--- config.mk ---
export PLATFORM = sky130hd
export DESIGN_NAME = mem_responder_flat
export DESIGN_NICKNAME = d
export VERILOG_FILES = /design/src/rtl/mem_pkg.sv /design/src/rtl/mem_responder_if.sv /design/src/rtl/resp_ram.sv /design/src/rtl/mem_responder.sv /design/src/flat_wrapper.sv
export SDC_FILE = /design/constraint.sdc
export NUM_CORES = 2
export LEC_CHECK = 0
export ABC_AREA = 1
export CAP_MARGIN = 15
export CORE_UTILIZATION = 40
export CTS_BUF_LIST = sky130_fd_sc_hd__clkbuf_4 sky130_fd_sc_hd__clkbuf_8
export CTS_CLUSTER_DIAMETER = 150
export DETAILED_ROUTE_END_ITERATION = 10
export SKIP_LAST_GASP = 1
export SYNTH_ARGS = -nofsm -noshare
export SYNTH_HDL_FRONTEND = slang
export SYNTH_SLANG_ARGS = --single-unit
--- constraint.sdc ---
create_clock -name clk -period 5.5 [get_ports clk]
set_clock_uncertainty 0.2 [all_clocks]
set_input_delay 0.55 -clock clk [delete_from_list [all_inputs] [get_ports clk]]
set_output_delay 0.55 -clock clk [all_outputs]
set_load 0.02 [all_outputs]
--- src/rtl/mem_pkg.sv ---
// mem_pkg: shared FSM state encoding, word type and index-width helper for the responder.
package mem_pkg;
  typedef enum logic [1:0] {IDLE, BUSY, RESP} state_t;
  typedef logic [31:0] word_t;
  function automatic int idx_bits(input int depth);
    return depth > 1 ? $clog2(depth) : 1;
  endfunction
endpackage

--- src/rtl/mem_responder_if.sv ---
// mem_responder_if: processor-side request/response handshake bundle.
interface mem_responder_if;
  import mem_pkg::*;
  logic req_valid;
  logic req_ready;
  logic req_we;
  word_t req_addr;
  word_t req_wdata;
  logic rsp_valid;
  logic rsp_ready;
  word_t rsp_rdata;
  logic rsp_err;
  modport master (
    output req_valid, req_we, req_addr, req_wdata, rsp_ready,
    input  req_ready, rsp_valid, rsp_rdata, rsp_err
  );
  modport slave (
    input  req_valid, req_we, req_addr, req_wdata, rsp_ready,
    output req_ready, rsp_valid, rsp_rdata, rsp_err
  );
endinterface

--- src/rtl/resp_ram.sv ---
// resp_ram: word storage with synchronous write and combinational read; never cleared.
module resp_ram
  import mem_pkg::*;
#(
  parameter int DEPTH = 64,
  localparam int AW = idx_bits(DEPTH)
) (
  input  logic          clk,
  input  logic          we_i,
  input  logic [AW-1:0] waddr_i,
  input  word_t         wdata_i,
  input  logic [AW-1:0] raddr_i,
  output word_t         rdata_o
);
  word_t mem_q [DEPTH];
  always_ff @(posedge clk)
    if (we_i) mem_q[waddr_i] <= wdata_i;
  assign rdata_o = mem_q[raddr_i];
endmodule

--- src/rtl/mem_responder.sv ---
// mem_responder: single-outstanding memory responder with WAIT wait states and error checking.
module mem_responder
  import mem_pkg::*;
#(
  parameter int DEPTH = 64,
  parameter int WAIT  = 2
) (
  input logic clk,
  input logic reset,
  mem_responder_if.slave bus
);
  localparam int AW = idx_bits(DEPTH);
  state_t state_q, state_d;
  logic [3:0] cnt_q, cnt_d;
  logic we_q, we_d, err_q, err_d;
  word_t addr_q, addr_d, wdata_q, wdata_d, rdata_q, rdata_d;
  logic accept, enter_resp, eff_we, eff_err, ram_we;
  word_t eff_addr, eff_wdata, ram_rdata;
  // With WAIT=0 the response is formed on the acceptance edge itself, so act on the live request there
  assign accept     = state_q == IDLE && bus.req_valid;
  assign eff_we     = accept ? bus.req_we    : we_q;
  assign eff_addr   = accept ? bus.req_addr  : addr_q;
  assign eff_wdata  = accept ? bus.req_wdata : wdata_q;
  assign eff_err    = eff_addr[1:0] != 2'd0 || eff_addr[31:2] >= 30'(DEPTH);
  assign enter_resp = (accept && WAIT == 0) || (state_q == BUSY && cnt_q == 4'd0);
  assign ram_we     = enter_resp && eff_we && !eff_err && reset;
  resp_ram #(.DEPTH(DEPTH)) u_ram (
    .clk     (clk),
    .we_i    (ram_we),
    .waddr_i (eff_addr[AW+1:2]),
    .wdata_i (eff_wdata),
    .raddr_i (eff_addr[AW+1:2]),
    .rdata_o (ram_rdata)
  );
  always_comb begin
    state_d = state_q;
    cnt_d   = cnt_q;
    we_d    = accept ? bus.req_we    : we_q;
    addr_d  = accept ? bus.req_addr  : addr_q;
    wdata_d = accept ? bus.req_wdata : wdata_q;
    rdata_d = rdata_q;
    err_d   = err_q;
    if (accept && WAIT != 0) begin
      state_d = BUSY;
      cnt_d   = 4'(WAIT - 1);
    end
    if (state_q == BUSY) cnt_d = cnt_q == 4'd0 ? 4'd0 : cnt_q - 4'd1;
    if (enter_resp) begin
      state_d = RESP;
      rdata_d = (eff_we || eff_err) ? '0 : ram_rdata;
      err_d   = eff_err;
    end
    if (state_q == RESP && bus.rsp_ready) begin
      state_d = IDLE;
      rdata_d = '0;
      err_d   = 1'b0;
    end
  end
  always_ff @(posedge clk or negedge reset)
    if (!reset) begin
      state_q <= IDLE;
      cnt_q   <= 4'd0;
      we_q    <= 1'b0;
      addr_q  <= '0;
      wdata_q <= '0;
      rdata_q <= '0;
      err_q   <= 1'b0;
    end else begin
      state_q <= state_d;
      cnt_q   <= cnt_d;
      we_q    <= we_d;
      addr_q  <= addr_d;
      wdata_q <= wdata_d;
      rdata_q <= rdata_d;
      err_q   <= err_d;
    end
  assign bus.req_ready = state_q == IDLE;
  assign bus.rsp_valid = state_q == RESP;
  assign bus.rsp_rdata = rdata_q;
  assign bus.rsp_err   = err_q;
endmodule

--- src/flat_wrapper.sv ---
// flat-port wrapper written by rule: the top's interface ports become plain ports
module mem_responder_flat import mem_pkg::*;
#(
  parameter int DEPTH = 64,
  parameter int WAIT  = 2
)
  (clk, reset, bus_req_valid, bus_req_we, bus_req_addr, bus_req_wdata, bus_rsp_ready, bus_req_ready, bus_rsp_valid, bus_rsp_rdata, bus_rsp_err);
  mem_responder_if bus_i ();
  input logic clk;
  input logic reset;
  input wire logic [$bits(bus_i.req_valid)-1:0] bus_req_valid;
  input wire logic [$bits(bus_i.req_we)-1:0] bus_req_we;
  input wire logic [$bits(bus_i.req_addr)-1:0] bus_req_addr;
  input wire logic [$bits(bus_i.req_wdata)-1:0] bus_req_wdata;
  input wire logic [$bits(bus_i.rsp_ready)-1:0] bus_rsp_ready;
  output wire logic [$bits(bus_i.req_ready)-1:0] bus_req_ready;
  output wire logic [$bits(bus_i.rsp_valid)-1:0] bus_rsp_valid;
  output wire logic [$bits(bus_i.rsp_rdata)-1:0] bus_rsp_rdata;
  output wire logic [$bits(bus_i.rsp_err)-1:0] bus_rsp_err;
  assign bus_i.req_valid = bus_req_valid;
  assign bus_i.req_we = bus_req_we;
  assign bus_i.req_addr = bus_req_addr;
  assign bus_i.req_wdata = bus_req_wdata;
  assign bus_i.rsp_ready = bus_rsp_ready;
  assign bus_req_ready = bus_i.req_ready;
  assign bus_rsp_valid = bus_i.rsp_valid;
  assign bus_rsp_rdata = bus_i.rsp_rdata;
  assign bus_rsp_err = bus_i.rsp_err;
  mem_responder #(.DEPTH(DEPTH), .WAIT(WAIT)) u_core (.clk(clk), .reset(reset), .bus(bus_i));
endmodule
**Word level (Yosys, flattened, before mapping)**

Memory sizes are Yosys's and may differ from the RTL's.
Index checks and enable logic that the tools add are counted.

- Memory bits (read-only): 0
- Bits in writable memories: 2048
- Latch bits: 0
- Flip-flop bits (word level): 104
- Memories: 1

Memory list:

| memory | words | width | read ports | clocked after Yosys merged registers in | write ports | line | source |
|---|---|---|---|---|---|---|---|
| u_core.u_ram.mem_q | 64 | 32 | 1 | 0 | 1 | resp_ram.sv:15 | `word_t mem_q [DEPTH];` |

- $mul: 0
- Bitwise gates (word level): 0
- Reductions and logical operators: 15
- Multiplexer cells: 16
- Add/sub/neg operators: 1
- $lt $le $gt $ge: 1
- Divide/modulo/power cells: 0
- Shift-type cells: 0
- Equality and inequality tests: 2

Operators with widths:

| operator | count |
|---|---|
| $mux 32 | 5 |
| $ge 30x7->1 const B | 1 |
| $mux 4 | 3 |
| $logic_and 1x1->1 | 6 |
| $mux 2 | 3 |
| $reduce_bool 2->1 | 3 |
| $mux 1 | 5 |
| $logic_not 4->1 | 1 |
| $sub 4x1->4 const B | 1 |
| $reduce_bool 3->1 | 1 |
| $eq 2x1->1 const B | 1 |
| $eq 2x2->1 const B | 1 |
| $logic_not 2->1 | 1 |
| $logic_or 1x1->1 | 2 |
| $logic_not 1->1 | 1 |

**Longest topological paths before layout**

- Word-level depth: 10
- Gate-level depth with buffers: 18

**Modules after synthesis**

From an unflattened synthesis, not the netlist that was laid out.

- Cell total of the unflattened synthesis: 7297
- Area, all modules: 86691.9 µm²

By module, submodules not included:

| module | times used | cells each | seq. area each (µm²) | area each (µm²) |
|---|---|---|---|---|
| resp_ram | 1 | 6737 | 61499.0 | 82097.5 |
| mem_responder | 1 | 560 | 2602.5 | 4594.4 |

**Worst setup path before layout**

Ideal clock, no wire load.

- Path type: flip-flop to flip-flop
- Start point: reg u_core.state_q[0]
- End point: mem u_core.u_ram.mem_q[10][0] in the netlist's numbering (enable)
- Setup time: 0.421 ns
- Arrival: 3.357 ns
- Path slack: 1.522 ns
- Cell stages (with the launch flop): 14
- Path buffers: 2
- Period minus slack after synthesis: 3.978 ns
- Cells stage by stage: dfrtp_1 > nor2_4 > nand2_2 > buf_6 > buf_2 > o21ai_1 > nand2_1 > nor2_1 > nand2_1 > nor2_1 > nand2_1 > inv_2 > nand4_2 > nor2_1

- Word-level cells in the longest chain between the ends: 10
- Elaborated cells on any way between the ends: 15
- Classes of those cells: order compare: 1; eq/ne: 1; mux: 4; reduce/logical: 9

RTL lines:

| what | line | source |
|---|---|---|
| start: declaration | mem_responder.sv:13 | `state_t state_q, state_d;` |
| start signal: assignment | mem_responder.sv:69 | `state_q <= state_d;` |
| $logic_not 2->1 (*) | -- |  |
| via bus_req_ready | flat_wrapper.sv:16 | `output wire logic [$bits(bus_i.req_ready)-1:0] bus_req_ready;` |
| $logic_and 1x1->1 (*) | mem_responder.sv:20 | `assign accept = state_q == IDLE && bus.req_valid;` |
| $mux 32 | -- |  |
| $ge 30x7->1 or $reduce_bool 2->1 (tied branches) | mem_responder.sv:24 | `assign eff_err = eff_addr[1:0] != 2'd0 \|\| eff_addr[31:2] >= 30'(DEPTH);` |
| $logic_or 1x1->1 | mem_responder.sv:24 |  |
| $logic_not 1->1 | mem_responder.sv:26 | `assign ram_we = enter_resp && eff_we && !eff_err && reset;` |
| $logic_and 1x1->1 (2 in series) | mem_responder.sv:26 |  |
| $mux 1 | resp_ram.sv:17 | `if (we_i) mem_q[waddr_i] <= wdata_i;` |
| $mux 1 (not written as such) | resp_ram.sv:17 |  |
| end: declaration | resp_ram.sv:15 |  |

The timed path passes the listed nets; every way through them passes the cells marked *.

**Final worst setup path**

- Start point: reg u_core.state_q[0]
- End point: mem u_core.u_ram.mem_q[27][19] in the netlist's numbering (enable)

- Word-level cells in the longest chain between the ends: 10
- Elaborated cells on any way between the ends: 15
- Classes of those cells: order compare: 1; eq/ne: 1; mux: 4; reduce/logical: 9

RTL lines:

| what | line |
|---|---|
| $logic_not 2->1 | mem_responder.sv:20 |
| $logic_and 1x1->1 | mem_responder.sv:20 |
| $mux 32 | -- |
| $ge 30x7->1 or $reduce_bool 2->1 (tied branches) | mem_responder.sv:24 |
| $logic_or 1x1->1 | mem_responder.sv:24 |
| $logic_not 1->1 | mem_responder.sv:26 |
| $logic_and 1x1->1 (2 in series) | mem_responder.sv:26 |
| $mux 1 | resp_ram.sv:17 |
| $mux 1 (not written as such) | resp_ram.sv:17 |

Parallel ways exist; a longest one is shown, timed or not.

==> results <==
- At the pin with the least slew margin, the transition time is 1.26 ns.
- The depth of the most critical reg-to-reg path is 14.
- After the first detailed-routing iteration, the DRC count stood at 7481.
- The start point of the critical path is u_core.state_q[0].
- The global routing met1 resource utilization is 33.3%.
- The clock latency on the worst-skew pair is 1.08 ns.
- Post-CTS repair changed the size of 0 cells.
- The worst setup path is captured at a register.
- The flow ran to the end, and the final reports show no timing, DRC or antenna violations.
- sky130_fd_sc_hd__nand2_1 is the most common cell in the netlist.
- From synthesis to final layout, the design area changed by 15.8%.
- The maximum ir drop on the vdd rail is around 0.5 mV.
- The top-level I/O count is 104.
- The total placed cells including tap cells is 11600.
- Summed over its instances, the top area cell type makes up 68.3% of the synthesized netlist area.
- Sequential elements use between 70% and 80% of the synthesized area.
- The via density per instance is slightly above 5.
- The global placer's final weighted congestion is 0.942.
- The routed wire length per instance is 22.2 um.
- By startpoint and endpoint, the worst setup path is classified as register to register.
- For the worst setup path, the data required time is roughly 6 ns.
- The fraction of met2 tracks used by global routing is a little over a third.
- Summing all placed instances gives a cell area of about 97000 sq um.
- The chip height is around 480 um.
- The final count of negative-setup-slack endpoints is 0.
- The synthesized instance count is 8589.
- The final critical-path required period is 4.42 ns.
- The number of standard cells in the final layout excluding fillers is 12200.
- The worst hold-check path type is input pin to async pin.
- Clock-pin slew was measured on the worst setup and hold paths at 0.07 ns.
- Grouping stages by cell kind, the critical path spends the most delay in simple AND/OR/NAND/NOR gates.
- The Yosys step of the flow raised 0 warnings.
- The buffers plus inverters on the worst setup path is 4.
- The source of the worst register-to-register timing path is u_core.state_q[0].
- The number of clock buffers added by TritonCTS is 361.
- The leakage power is 0.0432 uW.
- For this design, the sink count on the clock tree is 2152.
- The arrival time of data at the critical path endpoint is about 5 ns.
- The initial utilization of the core area, before any placement, comes to 40.4%.
- The largest area contributor in the netlist is sky130_fd_sc_hd__edfxtp_1.
- Headroom to the max-slew limit came out at 16.3%.
- The aggregate negative setup slack is 0 ns.
- The depth of the CTS H-tree is 5.
- The number of pins exceeding their max-slew limit in the final report is 0.
- The distinct cell type count after synthesis is 32.
- The die covers about 230000 sq um.
- The power per standard cell area is 551 nW/um^2.
- After synthesis, the share of flip-flops with an asynchronous set or reset is 4.83%.
- The die width is 476 um.
- The number of hold buffers added after CTS was 28.
- Global routing used 23.4% of the available tracks across all layers.
- The critical path goes through nor2_4, nand2_4, buf_4, o21ai_0, nand2_1, nor2_1, nand2_1, nor2_1, nand2_1, inv_2, nand4_2, buf_4, nor2_4, buf_4.
- The number of buffers on the longest clock path is 4.
- The DRC violations left is 0.
- The biggest cell delay along the critical path is 0.48 ns.
- met2 is the most crowded layer.
- On the final layout, the worst hold slack is 0.112 ns.
- The largest net degree at the start of global routing is ~110.
- The first-pass GRT wire length is 392000 um.
- The cell depth of the worst setup path is 14.
- The startpoint kind of the worst setup timing path is a register.
- Summed over all layers, the routed wires come to approximately 270000 um.
- The final route contains 61700 vias.
- For this run, the top clock speed supported by timing is 226 MHz.
- After routing the design area is 104000 sq um.
- Across the run, the number of max-cap violations was 0.
- Counting flops and latches in the post-synthesis netlist gives roughly 2200.
- In this run the core area contains 173 standard-cell rows.
- In this run the clock root is driven by a sky130_fd_sc_hd__clkbuf_8.
- The number of global-route vias before repair was slightly below 60000.
- In this run the worst path has a maximum fanout of 30.
- In the global route stage, met3 resource usage came out at around 4.2%.
- The slowest library cell on the worst path is sky130_fd_sc_hd__nand4_2.
- Summed over all nets, the half-perimeter wirelength after detailed placement is ~170000 um.
- During placement, the flow inserted port buffers numbering 103.
- The core region is 223000 sq um.
- The top flip-flop cell by instance count after synthesis is sky130_fd_sc_hd__edfxtp_1.
- The TritonCTS clock tree is done.
- By area the synthesized netlist is led by sky130_fd_sc_hd__edfxtp_1, sky130_fd_sc_hd__nand2_1, sky130_fd_sc_hd__inv_1.
- The commonest cells after synthesis are sky130_fd_sc_hd__nand2_1, sky130_fd_sc_hd__edfxtp_1, sky130_fd_sc_hd__inv_1, sky130_fd_sc_hd__nand3_1, sky130_fd_sc_hd__buf_2.
- The detail route stage leaves a number of antenna-violating nets equal to 0.
- Setup repair after global routing left no endpoint under its margin.
- The pre-antenna-repair detailed-routing pass consisted of 6 iterations.
- The synthesized netlist occupies a cell area of ~90000 sq um.
- The number of antenna violations at the first check in global routing is 15.
- Of the available clock period, the critical path in the final layout requires 80.4%.
- When the netlist entered floorplanning its net count stood at 8659.
- The proportion of layout cells with a drive suffix above 1 is around a tenth.
- The total number of nets in the final design is 9038.
- The count of endpoints failing hold in the final timing report is 0.
- The average instance in the mapped netlist occupies approximately 10 sq um.
- The number of enable-type register cells in the synthesized netlist is 2048.
- The remaining global-route overflow is 0.
- The number of filler cells placed in the layout is 20300.
- The post-CTS repair timing setup buffer count is 0.
registers in the layout (all words and copies together) (netlist names):
| signal | cells |
|---|---|
| u_core.bus.rsp_err | 1 |
| u_core.bus.rsp_rdata | 32 |
| u_core.cnt_q | 4 |
| u_core.state_q | 2 |
| u_core.u_ram.mem_q | 2048 |
| u_core.wdata_q | 32 |
| u_core.addr_q | 32 |
| u_core.we_q | 1 |
final timing paths:
path | end | slack, ns
min | u_core.addr_q[5] | 0.11
max reg2reg | u_core.u_ram.mem_q[27][19] | 1.08
max in group asynchronous | u_core.wdata_q[23] | 3.44
min in group clk | u_core.state_q[1] | 0.20
min reg2reg | u_core.addr_q[30] | 0.28
max | u_core.u_ram.mem_q[27][19] | 1.08
logic make-up (layout without fill, tap and decap cells):
| group | after synthesis | in the layout | share of synthesized area [%] |
|---|---|---|---|
| DFF | 2152 | 2152 | 71.2 |
| AOI/OAI and AO/OA | 205 | 205 | 1.16 |
| and+or+nand+nor | 4871 | 4871 | 21.6 |
| other | 0 | 6 | 0 |
| adders and majority gates | 1 | 1 | 0.0139 |
| buffers and inverters | 1358 | 1992 | 5.99 |
| xor gates and xnor gates | 2 | 2 | 0.0195 |
per-layer routing:
metal	vias up	wire length, um
met1	29900	114000
met3	487	25000
met4	4	10700
met5	-	23
li1	28600	-
met2	2742	121000
tightest hold or removal path, delay by kind of cell:
family,cells,cell delay [ns]
buffers and inverters,3,1.35
per-stage QoR:
step           setup slack (ns)  utilization, %  power (uW)
6_report                   1.08            46.8       57500
3_3_place_gp              0.666            43.6       43500
5_1_grt                   0.884            46.8       59900
3_5_place_dp              0.684            43.6       43600
2_1_floorplan              1.52               -       33100
4_1_cts                    1.13            46.8       57400
final cells by class:
type	instances	area, sq um	share of cell area, %
clock inverters	128	788	0.756
repair buffers	424	4820	4.62
clock buffers	490	6010	5.76
inverters	950	3570	3.42
well taps	2975	3720	3.57
diodes	6	15.0	0.0144
flip-flops and latches	2152	64100	61.5
multi-input cells	5079	21200	20.4
where the power goes:
part | leakage [uW] | total [uW] | switching, uW | internal, uW
clock | 0.00362 | 13800 | 6370 | 7450
combinational | 0.0197 | 22700 | 17600 | 5140
sequential | 0.0199 | 20900 | 88.9 | 20800
total | 0.0432 | 57500 | 24100 | 33400
cells in the final DEF (no fill, tap or decap), types with 70 or more instances in the layout:
| cell type | count |
|---|---|
| sky130_fd_sc_hd__clkbuf_8 | 372 |
| sky130_fd_sc_hd__nor2_4 | 70 |
| sky130_fd_sc_hd__clkdlybuf4s50_1 | 102 |
| sky130_fd_sc_hd__nand2_1 | 3961 |
| sky130_fd_sc_hd__edfxtp_1 | 2048 |
| sky130_fd_sc_hd__buf_12 | 105 |
| sky130_fd_sc_hd__clkinv_1 | 77 |
| sky130_fd_sc_hd__inv_1 | 940 |
| sky130_fd_sc_hd__clkbuf_4 | 118 |
| sky130_fd_sc_hd__nand3_1 | 565 |
| sky130_fd_sc_hd__buf_4 | 189 |
| sky130_fd_sc_hd__dfrtp_1 | 104 |
| sky130_fd_sc_hd__nor2_1 | 102 |
| sky130_fd_sc_hd__o21ai_0 | 130 |
| sky130_fd_sc_hd__nand4_1 | 96 |
Power figures use the tool's default switching activity.
